### src/rtl/branch_predictor_if.sv
// Fetch-lookup and execute-update bus between the pipeline and the branch predictor.
// Ports (pipeline = master, predictor = slave):
//   pc_if_i            fetch PC to look up
//   pred_taken_o       predicted taken for pc_if_i
//   pred_target_o      predicted next PC for pc_if_i
//   upd_valid_i        EX holds a valid, non-flushed instruction
//   upd_pc_i           PC of the EX instruction
//   upd_is_branch_i    conditional branch
//   upd_is_jump_i      JAL/JALR
//   upd_taken_i        resolved taken
//   upd_target_i       resolved target
//   upd_pred_taken_i   fetch-time prediction carried down the pipe
//   upd_pred_target_i  fetch-time predicted next PC carried down the pipe
//   mispredict_o       EX must redirect and flush
//   redirect_pc_o      correct next PC
//   branch_cnt_o       resolved branch/jump count
//   mispred_cnt_o      mispredict count
interface branch_predictor_if;
   logic [31:0] pc_if_i;
   logic        pred_taken_o;
   logic [31:0] pred_target_o;
   logic        upd_valid_i;
   logic [31:0] upd_pc_i;
   logic        upd_is_branch_i;
   logic        upd_is_jump_i;
   logic        upd_taken_i;
   logic [31:0] upd_target_i;
   logic        upd_pred_taken_i;
   logic [31:0] upd_pred_target_i;
   logic        mispredict_o;
   logic [31:0] redirect_pc_o;
   logic [31:0] branch_cnt_o;
   logic [31:0] mispred_cnt_o;

   modport master (
      output pc_if_i, upd_valid_i, upd_pc_i, upd_is_branch_i, upd_is_jump_i, upd_taken_i,
             upd_target_i, upd_pred_taken_i, upd_pred_target_i,
      input  pred_taken_o, pred_target_o, mispredict_o, redirect_pc_o, branch_cnt_o,
             mispred_cnt_o
   );

   modport slave (
      input  pc_if_i, upd_valid_i, upd_pc_i, upd_is_branch_i, upd_is_jump_i, upd_taken_i,
             upd_target_i, upd_pred_taken_i, upd_pred_target_i,
      output pred_taken_o, pred_target_o, mispredict_o, redirect_pc_o, branch_cnt_o,
             mispred_cnt_o
   );
endinterface

### src/rtl/branch_predictor.sv
// Direct-mapped branch predictor with target buffer and saturating direction counters.
// Fetch looks up pc_if_i combinationally; EX resolves, trains the tables, flags a
// mispredict with the redirect PC, and bumps the performance counters.
// Ports:
//   clk_i   clock, all state changes on the rising edge
//   rst_ni  synchronous active-low reset
//   bp      lookup/update bus (slave side), see branch_predictor_if
module branch_predictor #(
   parameter int unsigned ENTRIES   = 16,
   parameter int unsigned TAG_W     = 8,
   parameter int unsigned CTR_W     = 2,
   parameter bit          PRED_MODE = 1'b1
) (
   input logic               clk_i,
   input logic               rst_ni,
   branch_predictor_if.slave bp
);

   localparam int unsigned      IDX_W    = $clog2(ENTRIES);
   localparam logic [CTR_W-1:0] CTR_MAX  = '1;
   localparam logic [CTR_W-1:0] CTR_WEAK = CTR_W'(1 << (CTR_W - 1));

   logic [ENTRIES-1:0] valid_q;
   logic [ENTRIES-1:0] jmp_q;
   logic [TAG_W-1:0]   tag_q [ENTRIES];
   logic [29:0]        tgt_q [ENTRIES];
   logic [CTR_W-1:0]   ctr_q [ENTRIES];
   logic [31:0]        branch_cnt_q;
   logic [31:0]        mispred_cnt_q;

   // ---------------- lookup ----------------
   logic [IDX_W-1:0] l_idx;
   logic [TAG_W-1:0] l_tag;
   logic             l_hit;
   logic             l_taken;

   assign l_idx   = bp.pc_if_i[IDX_W+1:2];
   assign l_tag   = bp.pc_if_i[IDX_W+TAG_W+1:IDX_W+2];
   assign l_hit   = valid_q[l_idx] && (tag_q[l_idx] == l_tag);
   assign l_taken = PRED_MODE && l_hit && (jmp_q[l_idx] || ctr_q[l_idx][CTR_W-1]);

   assign bp.pred_taken_o  = l_taken;
   assign bp.pred_target_o = l_taken ? {tgt_q[l_idx], 2'b00} : bp.pc_if_i + 32'd4;

   // ---------------- resolve ----------------
   logic [IDX_W-1:0] u_idx;
   logic [TAG_W-1:0] u_tag;
   logic             u_hit;
   logic             u_ctrl;
   logic             u_stale;
   logic             u_train;
   logic [31:0]      u_seq_pc;
   logic [31:0]      u_actual;
   logic             u_misp;
   logic [CTR_W-1:0] ctr_cur;
   logic [CTR_W-1:0] ctr_nxt;
   logic [CTR_W-1:0] ctr_alloc;

   assign u_idx    = bp.upd_pc_i[IDX_W+1:2];
   assign u_tag    = bp.upd_pc_i[IDX_W+TAG_W+1:IDX_W+2];
   assign u_hit    = valid_q[u_idx] && (tag_q[u_idx] == u_tag);
   assign u_ctrl   = bp.upd_valid_i && (bp.upd_is_branch_i || bp.upd_is_jump_i);
   // A non-control instruction that fetch predicted taken hit a stale entry.
   assign u_stale  = bp.upd_valid_i && !bp.upd_is_branch_i && !bp.upd_is_jump_i &&
                     bp.upd_pred_taken_i;
   assign u_train  = u_ctrl && PRED_MODE;
   assign u_seq_pc = bp.upd_pc_i + 32'd4;
   assign u_actual = bp.upd_taken_i ? bp.upd_target_i : u_seq_pc;
   assign u_misp   = bp.upd_valid_i && (u_stale || (bp.upd_pred_target_i != u_actual));

   assign bp.mispredict_o  = u_misp;
   assign bp.redirect_pc_o = u_stale ? u_seq_pc : u_actual;
   assign bp.branch_cnt_o  = branch_cnt_q;
   assign bp.mispred_cnt_o = mispred_cnt_q;

   assign ctr_cur   = ctr_q[u_idx];
   assign ctr_alloc = bp.upd_is_jump_i ? CTR_MAX : CTR_WEAK;

   always_comb begin
      ctr_nxt = ctr_cur;
      if (bp.upd_is_jump_i) begin
         ctr_nxt = CTR_MAX;
      end else if (bp.upd_taken_i) begin
         if (ctr_cur != CTR_MAX) ctr_nxt = ctr_cur + CTR_W'(1);
      end else begin
         if (ctr_cur != '0) ctr_nxt = ctr_cur - CTR_W'(1);
      end
   end

   // Tag and target are not reset: valid gates them.
   always_ff @(posedge clk_i) begin
      if (!rst_ni) begin
         valid_q       <= '0;
         jmp_q         <= '0;
         branch_cnt_q  <= '0;
         mispred_cnt_q <= '0;
         for (int unsigned i = 0; i < ENTRIES; i++) begin
            ctr_q[i] <= '0;
         end
      end else begin
         if (u_ctrl && (branch_cnt_q != '1)) branch_cnt_q <= branch_cnt_q + 32'd1;
         if (u_misp && (mispred_cnt_q != '1)) mispred_cnt_q <= mispred_cnt_q + 32'd1;
         if (u_train) begin
            if (u_hit) begin
               ctr_q[u_idx] <= ctr_nxt;
               if (bp.upd_taken_i) tgt_q[u_idx] <= bp.upd_target_i[31:2];
            end else if (bp.upd_taken_i) begin
               valid_q[u_idx] <= 1'b1;
               tag_q[u_idx]   <= u_tag;
               jmp_q[u_idx]   <= bp.upd_is_jump_i;
               tgt_q[u_idx]   <= bp.upd_target_i[31:2];
               ctr_q[u_idx]   <= ctr_alloc;
            end
         end else if (PRED_MODE && u_stale && u_hit) begin
            valid_q[u_idx] <= 1'b0;
         end
      end
   end

   // PC bits outside the index/tag fields and target alignment bits carry no state.
   logic unused_pc_bits;
   assign unused_pc_bits = ^{bp.pc_if_i, bp.upd_pc_i, bp.upd_target_i};

endmodule

### src/flat_wrapper.sv
// flat-port wrapper written by rule: the top's interface ports become plain ports
module branch_predictor_flat 
#(
   parameter int unsigned ENTRIES   = 16,
   parameter int unsigned TAG_W     = 8,
   parameter int unsigned CTR_W     = 2,
   parameter bit          PRED_MODE = 1'b1
)
  (clk_i, rst_ni, bp_pc_if_i, bp_upd_valid_i, bp_upd_pc_i, bp_upd_is_branch_i, bp_upd_is_jump_i, bp_upd_taken_i, bp_upd_target_i, bp_upd_pred_taken_i, bp_upd_pred_target_i, bp_pred_taken_o, bp_pred_target_o, bp_mispredict_o, bp_redirect_pc_o, bp_branch_cnt_o, bp_mispred_cnt_o);
  branch_predictor_if bp_i ();
  input logic clk_i;
  input logic rst_ni;
  input wire logic [$bits(bp_i.pc_if_i)-1:0] bp_pc_if_i;
  input wire logic [$bits(bp_i.upd_valid_i)-1:0] bp_upd_valid_i;
  input wire logic [$bits(bp_i.upd_pc_i)-1:0] bp_upd_pc_i;
  input wire logic [$bits(bp_i.upd_is_branch_i)-1:0] bp_upd_is_branch_i;
  input wire logic [$bits(bp_i.upd_is_jump_i)-1:0] bp_upd_is_jump_i;
  input wire logic [$bits(bp_i.upd_taken_i)-1:0] bp_upd_taken_i;
  input wire logic [$bits(bp_i.upd_target_i)-1:0] bp_upd_target_i;
  input wire logic [$bits(bp_i.upd_pred_taken_i)-1:0] bp_upd_pred_taken_i;
  input wire logic [$bits(bp_i.upd_pred_target_i)-1:0] bp_upd_pred_target_i;
  output wire logic [$bits(bp_i.pred_taken_o)-1:0] bp_pred_taken_o;
  output wire logic [$bits(bp_i.pred_target_o)-1:0] bp_pred_target_o;
  output wire logic [$bits(bp_i.mispredict_o)-1:0] bp_mispredict_o;
  output wire logic [$bits(bp_i.redirect_pc_o)-1:0] bp_redirect_pc_o;
  output wire logic [$bits(bp_i.branch_cnt_o)-1:0] bp_branch_cnt_o;
  output wire logic [$bits(bp_i.mispred_cnt_o)-1:0] bp_mispred_cnt_o;
  assign bp_i.pc_if_i = bp_pc_if_i;
  assign bp_i.upd_valid_i = bp_upd_valid_i;
  assign bp_i.upd_pc_i = bp_upd_pc_i;
  assign bp_i.upd_is_branch_i = bp_upd_is_branch_i;
  assign bp_i.upd_is_jump_i = bp_upd_is_jump_i;
  assign bp_i.upd_taken_i = bp_upd_taken_i;
  assign bp_i.upd_target_i = bp_upd_target_i;
  assign bp_i.upd_pred_taken_i = bp_upd_pred_taken_i;
  assign bp_i.upd_pred_target_i = bp_upd_pred_target_i;
  assign bp_pred_taken_o = bp_i.pred_taken_o;
  assign bp_pred_target_o = bp_i.pred_target_o;
  assign bp_mispredict_o = bp_i.mispredict_o;
  assign bp_redirect_pc_o = bp_i.redirect_pc_o;
  assign bp_branch_cnt_o = bp_i.branch_cnt_o;
  assign bp_mispred_cnt_o = bp_i.mispred_cnt_o;
  branch_predictor #(.ENTRIES(ENTRIES), .TAG_W(TAG_W), .CTR_W(CTR_W), .PRED_MODE(PRED_MODE)) u_core (.clk_i(clk_i), .rst_ni(rst_ni), .bp(bp_i));
endmodule
### config.mk
export PLATFORM = sky130hd
export DESIGN_NAME = branch_predictor_flat
export DESIGN_NICKNAME = d
export VERILOG_FILES = /design/src/rtl/branch_predictor_if.sv /design/src/rtl/branch_predictor.sv /design/src/flat_wrapper.sv
export SDC_FILE = /design/constraint.sdc
export NUM_CORES = 1
export LEC_CHECK = 0
export ABC_AREA = 1
export CORE_MARGIN = 1.5
export CORE_UTILIZATION = 25
export DETAILED_ROUTE_END_ITERATION = 8
export HOLD_SLACK_MARGIN = 0.05
export PLACE_DENSITY = 0.41
export SYNTH_ARGS = -nofsm -noshare
export SYNTH_HDL_FRONTEND = slang
export SYNTH_SLANG_ARGS = --single-unit
### constraint.sdc
create_clock -name clk_i -period 4.7 [get_ports clk_i]
set_clock_uncertainty 0.1 [all_clocks]
set_input_delay 0.94 -clock clk_i [delete_from_list [all_inputs] [get_ports clk_i]]
set_output_delay 0.94 -clock clk_i [all_outputs]
set_load 0.03 [all_outputs]
== Word level (Yosys, flattened, before mapping) ==
Memory sizes are Yosys's and may differ from the RTL's.
Cells that the tools add are included.

* Bits in registers: 96
* Bits in writable memories: 640
* Input port bits: 135
* Logic and storage cells: 92
* Memories kept: 3

{| class="wikitable"
|+ Memory list
! name !! depth !! width !! read ports !! clocked after memory_dff !! wr ports !! RTL line !! text
|-
| u_core.tgt_q || 16 || 30 || 1 || 0 || 1 || branch_predictor.sv:26 || <nowiki>logic [29:0] tgt_q [ENTRIES];</nowiki>
|-
| u_core.tag_q || 16 || 8 || 2 || 0 || 1 || branch_predictor.sv:25 || <nowiki>logic [TAG_W-1:0] tag_q [ENTRIES];</nowiki>
|-
| u_core.ctr_q || 16 || 2 || 2 || 0 || 16 || branch_predictor.sv:27 || <nowiki>logic [CTR_W-1:0] ctr_q [ENTRIES];</nowiki>
|}

* Add/sub/neg operators: 6
* Magnitude comparators: 3
* Eq/ne operators: 8
* Multiplexer cells: 40
* Bitwise gates (word level): 6
* Reduce and logical (&&, ||, !) cells: 22

{| class="wikitable"
|+ Operators with widths
! operator !! number
|-
| $mux 32 || 3
|-
| $add 32x1->32 const B || 2
|-
| $add 32x3->32 const B || 2
|-
| $mux 16 || 4
|-
| $ne 32x32->1 const B || 2
|-
| $ne 32x32->1 || 1
|-
| $mux 30 || 1
|-
| $mux 1 || 20
|-
| $and 16x16->16 || 1
|-
| $bwmux 16 || 1
|-
| $eq 8x8->1 || 2
|-
| $not 16->16 || 1
|-
| $or 16x16->16 || 1
|-
| $bmux 1 s4 || 3
|-
| $logic_and 1x1->1 || 12
|-
| $mux 2 || 6
|-
| $lt 4x5->1 const B || 2
|-
| $ne 2x2->1 const B || 3
|-
| $reduce_and 3->1 || 2
|-
| $demux 1 s4 || 1
|-
| $ge 4x1->1 const B || 1
|-
| $mux 4 || 1
|-
| $reduce_bool 2->1 || 2
|-
| $logic_or 1x1->1 || 3
|-
| other kinds (6) || 8
|}

== Depth between registers and ports, before layout ==
Gate-level depths: netlist of the first run.

* Depth in word-level cells: 10
* Mapped depth: 25

== Least setup slack after synthesis of the first run ==
Ideal clock, no wire load.

* Path kind: input -> output
* Start point: input bp_upd_pc_i[2]
* End point: output bp_mispredict_o
* Data arrival time: 3.263 ns
* Data required time: 3.660 ns
* Slack: 0.397 ns
* Cell stages on the path: 23
* Path buffers: 5
* Cells stage by stage: buf_6 > inv_2 > buf_2 > buf_2 > buf_2 > ha_1 > nand2_1 > nand2_1 > nand2_1 > nand2_1 > nor2_1 > nand2_1 > nor2_1 > nand2_1 > nor2_1 > nand2_1 > nor2_1 > nand2_1 > nor2_2 > nand3_4 > buf_6 > nand2_1 > inv_1

* Longest elaborated chain between the ends: 5

{| class="wikitable"
|+ Ends and longest elaborated chain
! element !! RTL line !! text
|-
| from (decl) || flat_wrapper.sv:15 || <nowiki>input wire logic [$bits(bp_i.upd_pc_i)-1:0] bp_upd_pc_i;</nowiki>
|-
| $add 32x3->32 || branch_predictor.sv:67 || <nowiki>assign u_seq_pc = bp.upd_pc_i + 32'd4;</nowiki>
|-
| $mux 32 || branch_predictor.sv:68 || <nowiki>assign u_actual = bp.upd_taken_i ? bp.upd_target_i : u_seq_pc;</nowiki>
|-
| $ne 32x32->1 || branch_predictor.sv:69 || <nowiki>assign u_misp = bp.upd_valid_i && (u_stale || (bp.upd_pred_target_i != u_actual));</nowiki>
|-
| $logic_or 1x1->1 || branch_predictor.sv:69 ||
|-
| $logic_and 1x1->1 || branch_predictor.sv:69 ||
|-
| to (decl) || flat_wrapper.sv:24 || <nowiki>output wire logic [$bits(bp_i.mispredict_o)-1:0] bp_mispredict_o;</nowiki>
|}

No other way between the ends.

== Worst setup path in the final report of the first run ==
* Start point: input bp_pc_if_i[12]
* End point: output bp_pred_target_o[26]

* Longest elaborated chain between the ends: 4

{| class="wikitable"
|+ Ends and longest elaborated chain
! element !! RTL line !! text
|-
| from (decl) || flat_wrapper.sv:13 || <nowiki>input wire logic [$bits(bp_i.pc_if_i)-1:0] bp_pc_if_i;</nowiki>
|-
| parallel branches: the longest is 3 deep, another holds $add 32x3->32 || - ||
|-
| $mux 32 * || branch_predictor.sv:43 || <nowiki>assign bp.pred_target_o = l_taken ? {tgt_q[l_idx], 2'b00} : bp.pc_if_i + 32'd4;</nowiki>
|-
| to (decl) || flat_wrapper.sv:23 || <nowiki>output wire logic [$bits(bp_i.pred_target_o)-1:0] bp_pred_target_o;</nowiki>
|}

Mark *: on every way between the ends.

==> reports/qor.yml, run 1 <==
cts_tree: "built"
hold_buffers: 0
cap_viol_max_count: 0
grt_start_max_net_pins: 131
synth_area_leader_cell: "edfxtp_1"
nets: 4513
r2r_start: "u_core.bp.mispred_cnt_o[0]$_SDFFE_PN0P_"
hold_class: "reg2reg"
viasPerCell: 4.83
place_ws_ps: -296
crit_path_end_kind: "output pin"
avgSynthCellArea_um2: 9.37
ys_async_sr_fraction: 0
placed_area_um2: 44000
fin_crit_sh: 0.969
ioPinCount: 265
powerDensity_nw_per_um2: 337
initial_core_util: 0.252
cp-start-kind: "input pin"
grt_pass1_vias: 29700
reg2reg_to: "u_core.bp.mispred_cnt_o[30]$_SDFFE_PN0P_"
vias: 30700
synthTopCellsByCount: "edfxtp_1, nand2_1, nor2_1, o21ai_0, inv_1"
worst-path-max-fanout: 3
worst_slew_pin_slew_ps: 1200
r2r_setup_slack_ps: 1750
r2r_cells: 15
synth_edf_count: 640
overflow: 0
yosysMostFrequentCell: "edfxtp_1"
synth_flop_cell: "edfxtp_1"
ys_top_cells_by_area: "edfxtp_1, nand2_1, nor2_1"
gp_congestion: 0.881
dp.cells: 6176
synth_warnings: 0
dp_hpwl_mm: 98.5
antenna_found_initial: 21
drt_iter0_markers: 2505
synth.distinct_cells: 54
final.setup.worst_slack_ps: 147
port_buffers: 264
fin_hold_ws_ps: 344
syn_area_um2: 36100
post-route-drc-count: 0
p_leak_nw: 17.4
ys_seq_area_frac: 0.585
ir_worst_vdd_mv: 0.290
final_util: 0.328
post_drt_wl_per_cell_um: 23.1
cp-startpoint: "bp_pc_if_i[12]"
layout-drive-gt1-share: 0.167
timing.critical_path.to: "bp_pred_target_o[26]"
critical_path_arrival_ps: 3510
run_status: "complete, no violations"
antenna_left: 0
core-area_um2: 143000
row_count: 139
die_x_um: 383
required_ps: 3660
crit_type: "in2out"
clk_path_buf_depth: 3
drt_pre_antenna_iters: 6
syn_inst: 3852
tns_ps: 0
syn2layout_area_growth_pct: 30.5
instances_no_fill: 6349
grt_pass1_wl_mm: 211
slew_headroom: 0.199
grt_usage: 0.196
final_cell_area_um2: 47100
setup-violations-final: 0
cts-root-buf: "clkbuf_16"
synth_seq_cells: 736
cts.clk_slew.worst_paths_ps: 60
final-max-slew-violation-count: 0
drt_wl_total_mm: 147
finalHoldViolations: 0
cts_buffers: 88
die_area_um2: 147000
clkSinkCount: 736
fin_crit_ps: 4550
die_h_um: 383
rsz0062_at_grt: "false"
htree_num_levels: 3
clock_latency_ps: 720
finalPower_mw: 15.9
synth_nets: 3994
max_freq_ghz: 0.220
yosysTopAreaCellShare: 0.532
worst max-delay path, stage by stage:
cell and delay, ps:
clkdlybuf4s50_1 680, inv_1 160, nor3_2 240, nand2_1 190, nor2_2 160, nand3_1 140
nor2_2 150, nand3_2 130, xnor2_2 220, buf_4 140, inv_1 30, nand2_1 50
o21ai_1 60, inv_1 60, buf_4 150
flip-flops by register name (all words and copies together) (netlist names), named ones only:
signal	cells
u_core.bp.branch_cnt_o	32
u_core.bp.mispred_cnt_o	32
u_core.ctr_q	32
u_core.jmp_q	16
u_core.tag_q	128
u_core.tgt_q	480
layout make-up:
| class | instances | area (um2) |
|---|---|---|
| repair buffers | 650 | 6600 |
| clock inverters | 52 | 470 |
| inverters | 331 | 1270 |
| diodes | 4 | 10.0 |
| well taps | 1903 | 2380 |
| flip-flops and latches | 736 | 21100 |
| multi-input cells | 2564 | 12900 |
| fillers | 14800 | 96400 |
| clock buffers | 109 | 2350 |
report_power, final:
group / internal (mW) / leakage, nW / switching (mW)
Combinational: 0.743 / 9.45 / 1.23
Sequential: 7.14 / 6.58 / 0.0211
Clock: 3.85 / 1.38 / 2.91
Total: 11.7 / 17.4 / 4.16
per-layer routing:
metal,track usage,up-vias,part of all wire
li1,-,14500,-
met1,0.274,15200,0.47
met2,0.306,812,0.44
met3,0.0457,176,0.069
met4,0.0488,28,0.020
met5,0,-,0.0012
layout by cell type, fill, tap and decap left out, types with 31 or more instances in the layout:
| master | synthesis | routed |
|---|---|---|
| clkinv_1 | 17 | 36 |
| o211ai_1 | 49 | 49 |
| inv_1 | 307 | 305 |
| a21oi_1 | 137 | 137 |
| buf_12 | 0 | 94 |
| nand3_1 | 228 | 222 |
| o21ai_0 | 439 | 430 |
| clkdlybuf4s50_1 | 0 | 186 |
| o22ai_1 | 82 | 82 |
| edfxtp_1 | 640 | 640 |
| nand2_1 | 620 | 616 |
| clkbuf_16 | 0 | 92 |
| nor2_1 | 599 | 572 |
| buf_4 | 10 | 351 |
| o21ai_1 | 31 | 34 |
| nor2_4 | 8 | 31 |
| dfxtp_1 | 96 | 96 |
| nand4_1 | 60 | 60 |
| o221ai_1 | 41 | 41 |
worst min path at each step:
stage	start	to	cells past startpoint
floorplan	u_core.jmp_q[0]$_SDFFE_PN0P_	u_core.jmp_q[0]$_SDFFE_PN0P_	2
global placement	u_core.jmp_q[6]$_SDFFE_PN0P_	u_core.jmp_q[6]$_SDFFE_PN0P_	2
detailed placement	u_core.jmp_q[13]$_SDFFE_PN0P_	u_core.jmp_q[13]$_SDFFE_PN0P_	2
CTS	u_core.jmp_q[13]$_SDFFE_PN0P_	u_core.jmp_q[13]$_SDFFE_PN0P_	2
global route	u_core.jmp_q[13]$_SDFFE_PN0P_	u_core.jmp_q[13]$_SDFFE_PN0P_	2
finish	u_core.jmp_q[13]$_SDFFE_PN0P_	u_core.jmp_q[13]$_SDFFE_PN0P_	2
what timing repair did:
item	CTS	global route
cloned	0	1
setup endpoints to repair	31	31
buffers inserted	5	2
resized for setup	29	45
pin swaps	11	11
logic make-up (layout without fill, tap and decap cells):
family | Yosys count | count (layout) | share of synthesized area
and+or+nand+nor | 1654 | 1654 | 0.198
AOI/OAI and AO/OA | 868 | 868 | 0.139
DFF | 736 | 736 | 0.585
buffers and inverters | 552 | 1142 | 0.0662
xor gates and xnor gates | 35 | 35 | 0.00849
adders and majority gates | 7 | 7 | 0.00243
other | 0 | 4 | 0
Note: power is estimated with default switching activity, not from simulation.
==> run 2, diff against run 1 <==
--- a/config.mk
+++ b/config.mk
@@ -5,7 +5,6 @@
 export SDC_FILE = /design/constraint.sdc
 export NUM_CORES = 1
 export LEC_CHECK = 0
-export ABC_AREA = 1
 export CORE_MARGIN = 1.5
 export CORE_UTILIZATION = 25
 export DETAILED_ROUTE_END_ITERATION = 8
@@ -14,3 +13,4 @@
 export SYNTH_ARGS = -nofsm -noshare
 export SYNTH_HDL_FRONTEND = slang
 export SYNTH_SLANG_ARGS = --single-unit
+export TNS_END_PERCENT = 10
==> run 2 against run 1 <==
Effect of this change:
- the flow now finishes with violations (negative setup slack)
- synthesized area fell by 7.0%
- worst setup slack got worse by 400 ps
- flip-flop and latch count is the same
- clock power decreased by 3.4%
==> reports/qor.yml, run 2 <==
die_h_um: 370  # -3.5%
ys_async_sr_fraction: 0  # unchanged
ys_seq_area_frac: 0.629  # +0.0437
clkSinkCount: 736  # unchanged
grt_pass1_wl_mm: 178  # -15%
syn_area_um2: 33600  # -7.0%
worst-path-max-fanout: 7  # +4
grt_start_max_net_pins: 122  # -6.9%
nets: 2920  # -35%
yosysTopAreaCellShare: 0.572  # +0.0398
multiInputGateArea_um2: 12800  # -0.58%
die_x_um: 370  # -3.5%
instances_no_fill: 4615  # -27%
r2r_cells: 12  # -3
synth_area_leader_cell: "edfxtp_1"
rsz0062_at_grt: "true"
port_buffers: 264  # unchanged
dp_hpwl_mm: 84.9  # -14%
antenna_left: 0  # unchanged
hold_class: "reg2reg"
clk_path_buf_depth: 3  # unchanged
layout_common_cells: "edfxtp_1, buf_4, mux4_2"
die_area_um2: 137000  # -6.9%
run_status: "finished, violations left"
powerDensity_nw_per_um2: 337  # about the same
place_ws_ps: -1170  # -873 ps
worst_slew_pin_slew_ps: 960  # -238 ps
row_count: 134  # -3.6%
synthTopCellsByCount: "edfxtp_1, mux4_2, nor2_1, nand2_1, dfxtp_1"
vias: 22500  # -27%
gp_congestion: 0.862  # -2.1%
htree_num_levels: 3  # unchanged
seqCellArea_um2: 21100  # unchanged
grt_usage: 0.186  # -0.0108
initial_core_util: 0.252  # about the same
post_drt_wl_per_cell_um: 27.8  # +20%
dr.max_layer_used: "met5"
cp-start-kind: "input pin"
synth_warnings: 0  # unchanged
synth.distinct_cells: 66  # +22%
avgSynthCellArea_um2: 15.4  # +64%
holdPathStages: 2  # unchanged
top_regs: "u_core.tgt_q (480), u_core.tag_q (128)"
synth_flop_cell: "edfxtp_1"
routedLengthMet1_mm: 57.7  # -15%
drt_wl_total_mm: 128  # -13%
critical_path_arrival_ps: 3910  # +400 ps
yosysMostFrequentCell: "edfxtp_1"
num-fill-cells: 13000  # -12%
cts-root-buf: "clkbuf_16"
ir_worst_vdd_mv: 0.271  # -6.3%
antenna_found_initial: 9  # -57%
r2r_start: "u_core.tag_q[14][1]$_DFFE_PP_"
slew_headroom: 0.359  # +0.160
min_to: "u_core.jmp_q[10]$_SDFFE_PN0P_"
viasPerCell: 4.88  # +0.96%
crit_type: "in2out"
synth_nets: 2324  # -42%
grt_pass1_vias: 23200  # -22%
final.setup.worst_slack_ps: -249  # -396 ps
r2r_setup_slack_ps: 890  # -860 ps
post-route-drc-count: 0  # unchanged
regMostFlops: "u_core.tgt_q"
final-max-slew-violation-count: 0  # unchanged
crit_path_end_kind: "output pin"
ioPinCount: 265  # unchanged
syn_inst: 2182  # -43%
clock_latency_ps: 670  # -50 ps
p_leak_nw: 15.3  # -12%
max_freq_ghz: 0.202  # -8.0%
overflow: 0  # unchanged
drt_pre_antenna_iters: 5  # -1
wl_met3_mm: 9.32  # -8.1%
setup-violations-final: 34  # +34
routed-wl-met2_mm: 58.7  # -9.8%
dp.cells: 4435  # -28%
fin_crit_ps: 4950  # +396 ps
synth_edf_count: 640  # unchanged
violations: "negative setup slack"
drt_iter0_markers: 1876  # -25%
layout-drive-gt1-share: 0.347  # +0.181
ys_top_cells_by_area: "edfxtp_1, mux4_2, dfxtp_1"
synth_seq_cells: 736  # unchanged
cts_buffers: 84  # -4.5%
min_from: "u_core.jmp_q[10]$_SDFFE_PN0P_"
final_common_cell: "edfxtp_1"
fin_crit_sh: 1.05  # +0.0843
syn2layout_area_growth_pct: 36.4
largest_reg_flops: 480  # unchanged
cts_tree: "built"
reg2reg_to: "u_core.tag_q[15][2]$_DFFE_PP_"
required_ps: 3660  # about the same
core-area_um2: 133000  # -7.0%
finalHoldViolations: 0  # unchanged
cts.clk_slew.worst_paths_ps: 50  # about the same
cap_viol_max_count: 0  # unchanged
hold_buffers: 0  # unchanged
==> run 2: cell types whose count changed after synthesis, moves of 68 or more <==
cell / before / now
nor2_1: 599 / 194
o22ai_1: 82 / 1
mux4_2: 0 / 242
inv_1: 307 / 11
o21ai_0: 439 / 53
nand2_1: 620 / 139
nand3_1: 228 / 64
xnor2_1: 13 / 81
==> run 2: worst max path at each step <==
stage,from,depth (start not counted),end
after floorplan,bp_pc_if_i[2],9,bp_pred_target_o[18]
after global placement,bp_upd_pc_i[9],14,bp_mispredict_o
after detailed placement,bp_upd_pc_i[9],14,bp_mispredict_o
after CTS,bp_pc_if_i[2],15,bp_pred_target_o[31]
after global routing,bp_upd_pc_i[21],14,bp_mispredict_o
final,bp_pc_if_i[2],13,bp_pred_target_o[3]
==> run 2: layer usage <==
layer,GRT usage,up-vias
met3,0.0409,107
met5,0,-
li1,-,9767
met2,0.290,743
met4,0.0464,6
met1,0.260,11900
==> run 2: worst max-delay path: stages <==
cell,delay (ps)
buf_12,120
mux4_2,500
mux4_2,520
xnor2_2,180
o211ai_1,170
buf_4,200
nor4_2,200
nand4_1,130
buf_6,160
buf_12,160
buf_12,150
mux2_4,320
buf_6,150
==> run 2: stage by stage <==
step / hold WS [ps] / total power [mW] / TNS [ps] / instance area [um2] / utilization
CTS: 361 / 15.6 / -9130 / 45500 / 0.341
floorplan: 335 / 8.03 / -1440 / 33800 / -
detailed placement: 354 / 8.99 / -71410 / 41900 / 0.314
global placement: 343 / 8.98 / -68920 / 41900 / 0.314
finish: 357 / 15.5 / -5960 / 45800 / 0.344
global route: 379 / 16.0 / -7560 / 45800 / 0.343
==> run 2: final cells by class <==
| type | count | area share |
|---|---|---|
| diodes | 2 | 0.000109 |
| clock buffers | 106 | 0.0476 |
| clock inverters | 47 | 0.0117 |
| inverters | 13 | 0.00128 |
| multi-input cells | 1296 | 0.280 |
| flip-flops and latches | 736 | 0.461 |
| well taps | 1768 | 0.0482 |
| repair buffers | 647 | 0.150 |
==> run 2: what timing repair did <==
item,in CTS,in global routing
pin swaps,40,41
gates resized for setup,258,102
buffers inserted,18,10
cloned,3,1
hold endpoints to repair,0,0
endpoints found under the setup margin,65,34
==> run 2: kinds of logic (layout without fill, tap and decap cells) <==
| logic type | after synthesis | after routing | share of synthesized area |
|---|---|---|---|
| DFF | 736 | 736 | 0.629 |
| and+or+nand+nor | 630 | 630 | 0.0937 |
| muxes | 293 | 293 | 0.178 |
| AOI/OAI and AO/OA | 206 | 206 | 0.0364 |
| xor gates and xnor gates | 160 | 160 | 0.0417 |
| buffers and inverters | 150 | 813 | 0.0188 |
| adders and majority gates | 7 | 7 | 0.00261 |
| other | 0 | 2 | 0 |
==> run 2: power by group <==
group / leakage [nW] / internal [mW] / switching [mW]
clock: 1.30 / 3.76 / 2.77
combinational: 7.46 / 0.795 / 0.968
sequential: 6.57 / 7.14 / 0.0214
total: 15.3 / 11.7 / 3.76
